$ cat src/rtl/oci_dct_pkg.sv
// Shared definitions for the OCI debug-capture-trace sequencer: frame/word geometry,
// output widths and the capture state enum.
package oci_dct_pkg;

  localparam int FRAME_W         = 10;
  localparam int FRAMES_PER_WORD = 3;
  localparam int BUF_W           = FRAME_W * FRAMES_PER_WORD;
  localparam int COUNT_W         = 4;
  localparam int WORDS_W         = 5;
  localparam int DROP_W          = 8;

  typedef enum logic [2:0] {
    ST_IDLE    = 3'd0,
    ST_ARMED   = 3'd1,
    ST_CAPTURE = 3'd2,
    ST_FLUSH   = 3'd3,
    ST_DONE    = 3'd4
  } dct_state_e;

endpackage

$ cat src/rtl/oci_dct_packer.sv
// Packs trace frames into the output word and runs the valid/ready handoff to the drain.
// The sequencer above decides which mode (capture, flush, clear) applies each cycle.
module oci_dct_packer
  import oci_dct_pkg::*;
(
  input  logic               clk,
  input  logic               reset_n,
  input  logic               clear_i,
  input  logic               capture_i,
  input  logic               flush_i,
  input  logic               last_word_i,
  input  logic               frame_valid_i,
  input  logic [FRAME_W-1:0] frame_data_i,
  input  logic               out_ready_i,
  output logic [BUF_W-1:0]   dct_buffer_o,
  output logic [COUNT_W-1:0] dct_count_o,
  output logic               out_valid_o,
  output logic               handshake_o,
  output logic               frame_taken_o
);

  logic [BUF_W-1:0]   buf_q, buf_d;
  logic [COUNT_W-1:0] cnt_q, cnt_d;
  logic               vld_q, vld_d;

  assign handshake_o = vld_q & out_ready_i;

  always_comb begin
    buf_d         = buf_q;
    cnt_d         = cnt_q;
    vld_d         = vld_q;
    frame_taken_o = 1'b0;
    if (clear_i) begin
      buf_d = '0;
      cnt_d = '0;
      vld_d = 1'b0;
    end else if (capture_i) begin
      if (vld_q) begin
        // A completed word frees the buffer; a same-cycle frame restarts it unless this was the last word.
        if (out_ready_i) begin
          buf_d = '0;
          cnt_d = '0;
          vld_d = 1'b0;
          if (frame_valid_i && !last_word_i) begin
            buf_d[FRAME_W-1:0] = frame_data_i;
            cnt_d              = COUNT_W'(1);
            frame_taken_o      = 1'b1;
          end
        end
      end else if (frame_valid_i) begin
        for (int i = 0; i < FRAMES_PER_WORD; i++) begin
          if (cnt_q == COUNT_W'(i)) begin
            buf_d[i*FRAME_W +: FRAME_W] = frame_data_i;
          end
        end
        cnt_d         = cnt_q + COUNT_W'(1);
        vld_d         = (cnt_q == COUNT_W'(FRAMES_PER_WORD - 1));
        frame_taken_o = 1'b1;
      end
    end else if (flush_i) begin
      if (vld_q) begin
        if (out_ready_i) begin
          buf_d = '0;
          cnt_d = '0;
          vld_d = 1'b0;
        end
      end else if (cnt_q != '0) begin
        vld_d = 1'b1;
      end
    end
  end

  always_ff @(posedge clk or negedge reset_n) begin
    if (!reset_n) begin
      buf_q <= '0;
      cnt_q <= '0;
      vld_q <= 1'b0;
    end else begin
      buf_q <= buf_d;
      cnt_q <= cnt_d;
      vld_q <= vld_d;
    end
  end

  assign dct_buffer_o = buf_q;
  assign dct_count_o  = cnt_q;
  assign out_valid_o  = vld_q;

endmodule

$ cat src/rtl/oci_dct_sequencer.sv
// OCI debug-capture-trace sequencer: arm/start/stop FSM, capture counters and end-of-test
// flags around the frame packer.
module oci_dct_sequencer
  import oci_dct_pkg::*;
#(
  parameter int MAX_WORDS = 16
) (
  input  logic               clk,
  input  logic               reset_n,
  input  logic               arm,
  input  logic               disarm,
  input  logic               trig_start,
  input  logic               trig_stop,
  input  logic               frame_valid,
  input  logic [FRAME_W-1:0] frame_data,
  output logic [BUF_W-1:0]   dct_buffer,
  output logic [COUNT_W-1:0] dct_count,
  output logic               out_valid,
  input  logic               out_ready,
  output logic [WORDS_W-1:0] words_sent,
  output logic [DROP_W-1:0]  drop_cnt,
  output logic               test_ending,
  output logic               test_has_ended
);

  dct_state_e         state_q, state_d;
  logic [WORDS_W-1:0] words_sent_q, words_sent_d;
  logic [DROP_W-1:0]  drop_q, drop_d;
  logic               test_ending_q, test_has_ended_q;

  logic arm_ok, last_word, active;
  logic pk_clear, pk_capture, pk_flush, pk_handshake, pk_taken;
  logic hs_count, drop_event;

  assign arm_ok    = !disarm && arm && ((state_q == ST_IDLE) || (state_q == ST_DONE));
  assign last_word = ((words_sent_q + WORDS_W'(1)) == WORDS_W'(MAX_WORDS));
  assign active    = (state_q == ST_CAPTURE) || (state_q == ST_FLUSH);

  always_ff @(posedge clk or negedge reset_n) begin
    if (!reset_n) begin
      state_q <= ST_IDLE;
    end else begin
      state_q <= state_d;
    end
  end

  always_comb begin
    state_d = state_q;
    if (disarm) begin
      state_d = ST_IDLE;
    end else begin
      unique case (state_q)
        ST_IDLE, ST_DONE: if (arm) state_d = ST_ARMED;
        ST_ARMED:         if (trig_start) state_d = ST_CAPTURE;
        ST_CAPTURE: begin
          // Reaching the word limit ends the capture even if a stop arrives in the same cycle.
          if (pk_handshake && last_word) state_d = ST_DONE;
          else if (trig_stop)            state_d = ST_FLUSH;
        end
        ST_FLUSH: begin
          if (pk_handshake || (!out_valid && (dct_count == '0))) state_d = ST_DONE;
        end
        default: state_d = ST_IDLE;
      endcase
    end
  end

  always_comb begin
    pk_clear   = disarm || arm_ok;
    pk_capture = !disarm && ((state_q == ST_CAPTURE) || ((state_q == ST_ARMED) && trig_start));
    pk_flush   = !disarm && (state_q == ST_FLUSH);
    hs_count   = !disarm && active && pk_handshake;
    drop_event = !disarm && active && frame_valid && !pk_taken;
  end

  always_comb begin
    words_sent_d = words_sent_q;
    drop_d       = drop_q;
    if (arm_ok) begin
      words_sent_d = '0;
      drop_d       = '0;
    end else begin
      if (hs_count)                     words_sent_d = words_sent_q + WORDS_W'(1);
      if (drop_event && (drop_q != '1)) drop_d       = drop_q + DROP_W'(1);
    end
  end

  always_ff @(posedge clk or negedge reset_n) begin
    if (!reset_n) begin
      words_sent_q     <= '0;
      drop_q           <= '0;
      test_ending_q    <= 1'b0;
      test_has_ended_q <= 1'b0;
    end else begin
      words_sent_q     <= words_sent_d;
      drop_q           <= drop_d;
      test_ending_q    <= (state_d == ST_FLUSH);
      test_has_ended_q <= (state_d == ST_DONE);
    end
  end

  oci_dct_packer u_packer (
    .clk          (clk),
    .reset_n      (reset_n),
    .clear_i      (pk_clear),
    .capture_i    (pk_capture),
    .flush_i      (pk_flush),
    .last_word_i  (last_word),
    .frame_valid_i(frame_valid),
    .frame_data_i (frame_data),
    .out_ready_i  (out_ready),
    .dct_buffer_o (dct_buffer),
    .dct_count_o  (dct_count),
    .out_valid_o  (out_valid),
    .handshake_o  (pk_handshake),
    .frame_taken_o(pk_taken)
  );

  assign words_sent     = words_sent_q;
  assign drop_cnt       = drop_q;
  assign test_ending    = test_ending_q;
  assign test_has_ended = test_has_ended_q;

endmodule

$ cat config.mk
export PLATFORM = sky130hd
export DESIGN_NAME = oci_dct_sequencer
export DESIGN_NICKNAME = d
export VERILOG_FILES = /design/src/rtl/oci_dct_pkg.sv /design/src/rtl/oci_dct_packer.sv /design/src/rtl/oci_dct_sequencer.sv
export SDC_FILE = /design/constraint.sdc
export NUM_CORES = 1
export LEC_CHECK = 0
export CORE_MARGIN = 2
export CORE_UTILIZATION = 39
export DETAILED_ROUTE_END_ITERATION = 10
export DONT_BUFFER_PORTS = 1
export PLACE_DENSITY_LB_ADDON = 0.15
export SLEW_MARGIN = 40
export SYNTH_ARGS = -nofsm -noshare
export SYNTH_HDL_FRONTEND = slang
export SYNTH_SLANG_ARGS = --single-unit
$ cat constraint.sdc
create_clock -name clk -period 2 [get_ports clk]
set_input_delay 0.3 -clock clk [delete_from_list [all_inputs] [get_ports clk]]
set_output_delay 0.3 -clock clk [all_outputs]
set_load 0.05 [all_outputs]
After elaboration in Yosys (flattened, before gate mapping)
Index checks and enable logic that the tools add are counted.
{"block": "word_totals", "regBits": 53, "inputBits": 18, "output_inout_bits": 50, "elab_cells": 110}
{"block": "classes", "n_addsub": 3, "n_eq_ne": 12, "mux": 46, "bitwise_logic": 1, "n_reduce_logical": 38}
{"cell": "30-bit two-way mux", "n": 8}
{"cell": "10-bit two-way mux", "n": 4}
{"cell": "4-bit two-way mux", "n": 8}
{"cell": "3-bit two-way mux", "n": 6}
{"cell": "6-bit AND reduction", "n": 3}
{"cell": "3-bit nonzero test", "n": 6}
{"cell": "8-bit two-way mux", "n": 2}
{"cell": "1-bit two-way mux", "n": 15}
{"cell": "1-bit logical AND", "n": 13}
{"cell": "3-bit case mux with 4 select lines", "n": 1}
{"cell": "5-bit two-way mux", "n": 2}
{"cell": "3-bit by 2-bit == test with 1-bit output (second input constant)", "n": 3}
{"cell": "8-bit by 1-bit adder with 8-bit output (second input constant)", "n": 1}
{"cell": "4-bit != test (second input constant)", "n": 2}
{"cell": "8-bit != test (second input constant)", "n": 1}
{"cell": "3-bit == test (second input constant)", "n": 2}
{"cell": "5-bit by 1-bit adder with 5-bit output (second input constant)", "n": 1}
{"cell": "5-bit == test (second input constant)", "n": 1}
{"cell": "1-bit logical OR", "n": 5}
{"cell": "5-bit AND reduction", "n": 1}
{"cell": "4-bit by 1-bit adder with 4-bit output (second input constant)", "n": 1}
{"cell": "4-bit by 1-bit == test with 1-bit output (second input constant)", "n": 1}
{"cell": "4-bit by 2-bit == test with 1-bit output (second input constant)", "n": 1}
{"cell": "1-bit zero test", "n": 4}
{"cell": "other kinds (7)", "n": 8}

Logic depth before layout (Yosys ltp)
{"block": "logic_depth", "ltp_word": 14, "ltp_mapped": 7, "mapped_depth_nobuf": 6}

By module
From an unflattened synthesis, not the netlist that was laid out.
{"block": "hier_totals", "hier_cells": 272, "hier_area_um2": 2745.1}
{"module": "oci_dct_packer", "instances": 1, "cells_each": 154, "area_per_inst_um2": 1657.8, "seq_area_each_um2": 875.8}
{"module": "oci_dct_sequencer", "instances": 1, "cells_each": 118, "area_per_inst_um2": 1087.3, "seq_area_each_um2": 450.4}

Worst setup path after synthesis
No wires, ideal clock.
{"block": "synth_timing", "path_kind": "reg-to-reg", "from": "register drop_q[0] (netlist: drop_cnt[0])", "to": "register drop_q[5] (netlist: drop_cnt[5])", "t_arrival_ns": 2.099, "path_slack_ns": -0.177, "stages_incl_launch_ff": 7, "n_path_buf": 0, "synth_period_minus_slack_ns": 2.177, "cell_sequence": "dfrtp_1 ha_1 nand3_1 nor2_1 or4_4 or4_1 a21oi_1"}
{"block": "synth_via", "elab_chain_len": 3, "elab_cells_between_ends": 6, "cone_classes": "1 x add/sub; 1 x eq/ne; 2 x mux; 2 x reduce/logical"}
{"item": "start: declaration", "line": "oci_dct_sequencer.sv:28", "rtl": "logic [DROP_W-1:0] drop_q, drop_d;"}
{"item": "start signal: assignment", "line": "oci_dct_sequencer.sv:96", "rtl": "drop_q <= drop_d;"}
{"item": "8-bit by 1-bit adder with 8-bit output / 8-bit != test (equally long branches)", "line": "oci_dct_sequencer.sv:84", "rtl": "if (drop_event && (drop_q != '1)) drop_d = drop_q + DROP_W'(1);"}
{"item": "8-bit two-way mux / 1-bit logical AND (equally long branches)", "line": "oci_dct_sequencer.sv:84"}
{"item": "8-bit two-way mux / 2-bit nonzero test (equally long branches)"}
Parallel ways exist; a longest one is shown, timed or not. The select of a mux whose other input is x is not followed.
A chain may end at the register's enable or synchronous reset.

Worst setup path in the final report
{"block": "layout_timing", "from": "register state_q[1]", "to": "register u_packer.buf_q[1] (netlist: u_packer.dct_buffer_o[1])"}
{"block": "layout_via", "elab_chain_len": 6, "elab_cells_between_ends": 21, "cone_classes": "6 x eq/ne; 2 x mux; 13 x reduce/logical"}
{"item": "start: declaration", "line": "oci_dct_sequencer.sv:26", "rtl": "dct_state_e state_q, state_d;"}
{"item": "start signal: assignment", "line": "oci_dct_sequencer.sv:43", "rtl": "state_q <= state_d;"}
{"item": "3-bit == test (tied with other cells)", "line": "oci_dct_sequencer.sv:35", "rtl": "assign arm_ok = !disarm && arm && ((state_q == ST_IDLE) || (state_q == ST_DONE));"}
{"item": "1-bit logical OR / 1-bit logical AND (equally long branches)", "line": "oci_dct_sequencer.sv:35, oci_dct_sequencer.sv:70"}
{"item": "1-bit logical AND / 1-bit logical OR (equally long branches)", "line": "oci_dct_sequencer.sv:35, oci_dct_sequencer.sv:70"}
{"item": "1-bit logical OR / 1-bit logical AND (equally long branches)", "line": "oci_dct_sequencer.sv:69, oci_dct_sequencer.sv:70"}
{"item": "4-bit != test (no line) (tied with other cells)"}
{"item": "6-bit AND reduction (no line) / 30-bit two-way mux (equally long branches)"}
{"item": "end signal: assignment", "line": "oci_dct_packer.sv:79", "rtl": "buf_q <= buf_d;"}
{"item": "end: declaration", "line": "oci_dct_packer.sv:22", "rtl": "logic [BUF_W-1:0] buf_q, buf_d;"}
Parallel ways exist; a longest one is shown, timed or not.

==> results.md <==
- The mapped netlist covers 2690 µm².
- In this run the worst setup path begins at state_q[1].
- The area growth from synthesis to layout is 22.9%.
- During placement, the flow inserted port buffers numbering 0.
- In the synthesized netlist the dominant register cell turns out to be sky130_fd_sc_hd__dfrtp_1.
- The worst-case IR drop observed on VDD is 267 µV.
- The hold path depth is 1.
- The initialized floorplan defines 30 standard-cell rows.
- The final clock skew is 0.00818 ns.
- Across the run, the number of max-cap violations was 0.
- The type of the worst min-delay path is in2reg.
- The final setup violation count is 0.
- In this run, synthesis produced a sequential element count of 53.
- The final total negative setup slack is 0 ns.
- The actual transition at the worst max-transition pin is 0.512 ns.
- The power per cell area is 715 nW/µm².
- The clock tree synthesis step divided the H-tree into 2 levels.
- The leakage power of the design is 1.52 nW.
- The mean cell area of the mapped netlist is 10.7 µm².
- The data arrival time of the worst path is 2.14 ns.
- The global-route usage over all layers is 0.179.
- Setup repair after global routing could not meet its margin everywhere.
- Of the post-synthesis cell area, the dominant cell type holds 0.494.
- The number of global-route vias before repair was 2104.
- The register-to-register setup slack is 0.06 ns.
- The synthesized design contains 0 enable-type register cells.
- The number of inserted diodes is 0.
- For the finished layout, the period the worst path requires is 1.94 ns.
- The critical path ends at u_packer.dct_buffer_o[1].
- The worst pin sits at a relative slew slack of 0.658.
- No sink is reached through more buffers than the 2 on the longest clock path.
- The count of distinct cell types in the synthesized netlist is 57.
- The worst register-to-register path has a depth of 7.
- The height of the die is 87.0 µm.
- The total number of clock tree sinks is 53.
- The run finished with clean final reports.
- The biggest area consumer among synthesized cells is sky130_fd_sc_hd__dfrtp_1.
- The overall via count from detail_route is 2090.
- The final standard cell utilization of the core is 0.491.
- The filler cell count in the final layout is 633.
- In this run the critical register-to-register path is launched from state_q[1].
- The nature of the critical path endpoint is a register.
- The vias per cell is 5.60.
- In this run, CTS created clock tree buffers numbering 5.
- The overall overflow remaining after global route is 0.
- The kind of start point of the critical path is a register.
- The highest achievable clock rate is 515 MHz.
- In the final layout, the share of cells above drive strength 1 is 0.273.
- The number of nets at the end of the flow is 316.
- The fraction of registers with async set/reset is 1.00.
- The total area inside the core boundary comes to 6720 µm².
- Clock-pin slew was measured on the worst setup and hold paths at 0.10 ns.
- Of the available clock period, the critical path in the final layout requires 0.971.
- TritonCTS built the clock tree.
- The wire length of the first global-routing pass is 10800 µm.
- The final number of hold-violating endpoints came to 0.
- The width of the chip is 87.0 µm.
- The number of pins with negative max-slew slack in the final report is 0.
- The CTS root buffer is sky130_fd_sc_hd__clkbuf_8.
- The number of top-level pins is 68.
- For this run, the detailed router's first-pass iteration total came to 4.
- The commonest cells after synthesis are sky130_fd_sc_hd__dfrtp_1 (53), sky130_fd_sc_hd__a22o_1 (20), sky130_fd_sc_hd__nand2_1 (17).
- The detailed router finished its first iteration with 74 violations.
- The path type of the worst setup path is reg2reg.
- The floorplan step defined a die boundary enclosing 7570 µm².
- The largest net degree at the start of global routing is 54.
- Yosys attributes the largest share of cell area to sky130_fd_sc_hd__dfrtp_1 (49%), sky130_fd_sc_hd__a22o_1 (6.5%), sky130_fd_sc_hd__mux2_1 (4.2%), sky130_fd_sc_hd__a211oi_1 (2.8%), sky130_fd_sc_hd__ha_1 (2.8%).
- The final HPWL from detailed placement is 4680 µm.
- The gate count of the mapped netlist is 251.
- The endpoint identified for the worst register-to-register timing path is u_packer.dct_buffer_o[1].
- At the worst endpoint, the required time is 2.20 ns.
- The post-route DRC violation count is 0.
- The source-to-sink clock delay at the later pin of the worst-skew pair is 0.31 ns.
- The sequential fraction of the synthesis area is 0.494.
- Counting every net in the synthesized netlist gives 275.
- Routability-driven placement finished with a final weighted congestion of 0.803.
- The number of antenna violations at the first check in global routing is 0.
- During synthesis, Yosys emitted a total of 0 warnings.
- In this run the remaining antenna-violating nets after routing total 0.
- The final layout contains routed wiring with a total length of 6400 µm.
- The wire length per cell is 17.2 µm.
- The initial utilization of the core area, before any placement, comes to 0.400.
- In this run the worst path has a maximum fanout of 10.
- Yosys instantiated no cell more often than sky130_fd_sc_hd__dfrtp_1.
==> metrics by stage <==
step	hold WS (ns)	total power, mW	instances	instance area [µm²]	setup WS [ns]
2_1_floorplan	0.00441	1.56	251	2710	-0.00204
3_3_place_gp	0.00669	1.68	357	3050	0.00510
3_5_place_dp	0.00627	1.68	357	3050	-0.0280
4_1_cts	0.0373	2.38	368	3230	0.00190
5_1_grt	0.0365	2.48	373	3300	-0.0323
6_report	0.0423	2.36	373	3300	0.0577
==> state kept, by name, summed over array words and instances (netlist names) <==
signal and cells:
test_ending 1, drop_cnt 8, u_packer.out_valid_o 1, u_packer.dct_count_o 4, words_sent 5, state_q 3, u_packer.dct_buffer_o 30, test_has_ended 1
==> cell usage in the layout, fill, tap and decap left out, types with 5 or more instances in the layout <==
cell type	instances
sky130_fd_sc_hd__nand3_1	8
sky130_fd_sc_hd__o21ai_0	9
sky130_fd_sc_hd__buf_4	40
sky130_fd_sc_hd__a211oi_1	10
sky130_fd_sc_hd__nor2_1	14
sky130_fd_sc_hd__mux2_1	10
sky130_fd_sc_hd__nand2_1	16
sky130_fd_sc_hd__a21oi_1	7
sky130_fd_sc_hd__dfrtp_1	44
sky130_fd_sc_hd__clkbuf_8	5
sky130_fd_sc_hd__inv_1	15
sky130_fd_sc_hd__ha_1	5
sky130_fd_sc_hd__dfrtp_2	9
sky130_fd_sc_hd__a22o_1	20
==> where the power goes <==
part	switching [mW]	internal (mW)
clock	0.384	0.254
combinational	0.218	0.183
sequential	0.201	1.12
total	0.803	1.56
==> worst min path at each step <==
stage / from / endpoint / slack, ns
after floorplan: reset_n / drop_cnt[0] / 0.004
after global placement: reset_n / u_packer.dct_count_o[3] / 0.007
after detailed placement: reset_n / u_packer.dct_count_o[3] / 0.006
after CTS: disarm / state_q[2] / 0.04
after global routing: disarm / test_has_ended / 0.04
final: disarm / state_q[2] / 0.04
==> cell families after synthesis <==
family,count (synthesis),share of synthesized area
adder cells (fa/ha/maj),6,0.0279
flip-flops,53,0.494
buffers and inverters,27,0.0447
XOR/XNOR,4,0.0130
multiplexers,13,0.0531
AND/OR/NAND/NOR,75,0.161
AO/OA/AOI/OAI,73,0.206
==> critical path, cell delays in order, from the launching register on <==
cell                      delay (ns)
sky130_fd_sc_hd__dfrtp_1        0.43
sky130_fd_sc_hd__buf_4          0.16
sky130_fd_sc_hd__or3b_1         0.43
sky130_fd_sc_hd__nand3_2        0.13
sky130_fd_sc_hd__a41oi_1        0.08
sky130_fd_sc_hd__nor2_4         0.15
sky130_fd_sc_hd__buf_12         0.13
sky130_fd_sc_hd__mux2_1         0.32
==> metal layers <==
| metal | vias to the layer above | GRT usage | wire length, µm |
|---|---|---|---|
| li1 | 1015 | - | - |
| met1 | 1024 | 0.230 | 2850 |
| met2 | 45 | 0.291 | 3080 |
| met5 | - | 0 | 0 |
| met4 | 0 | 0.0369 | 53 |
| met3 | 6 | 0.0626 | 426 |
==> area by class of cell <==
cell class	instances	area, µm²	share of cell area
inverter	15	56.3	0.0171
tap	80	100	0.0303
clock buffer	5	68.8	0.0208
clock inverter	3	25.0	0.00758
timing repair buffer	46	409	0.124
sequential	53	1340	0.405
multi-input combinational	171	1300	0.395
==> what timing repair did <==
action                     in CTS  in global routing
hold buffers                    2                  0
setup buffers                   1                  5
hold endpoints to repair       53                  0
resized for setup               5                  9
pin swaps                       1                  3
setup endpoints to repair      18                 29
Note: power is estimated with default switching activity, not from simulation.
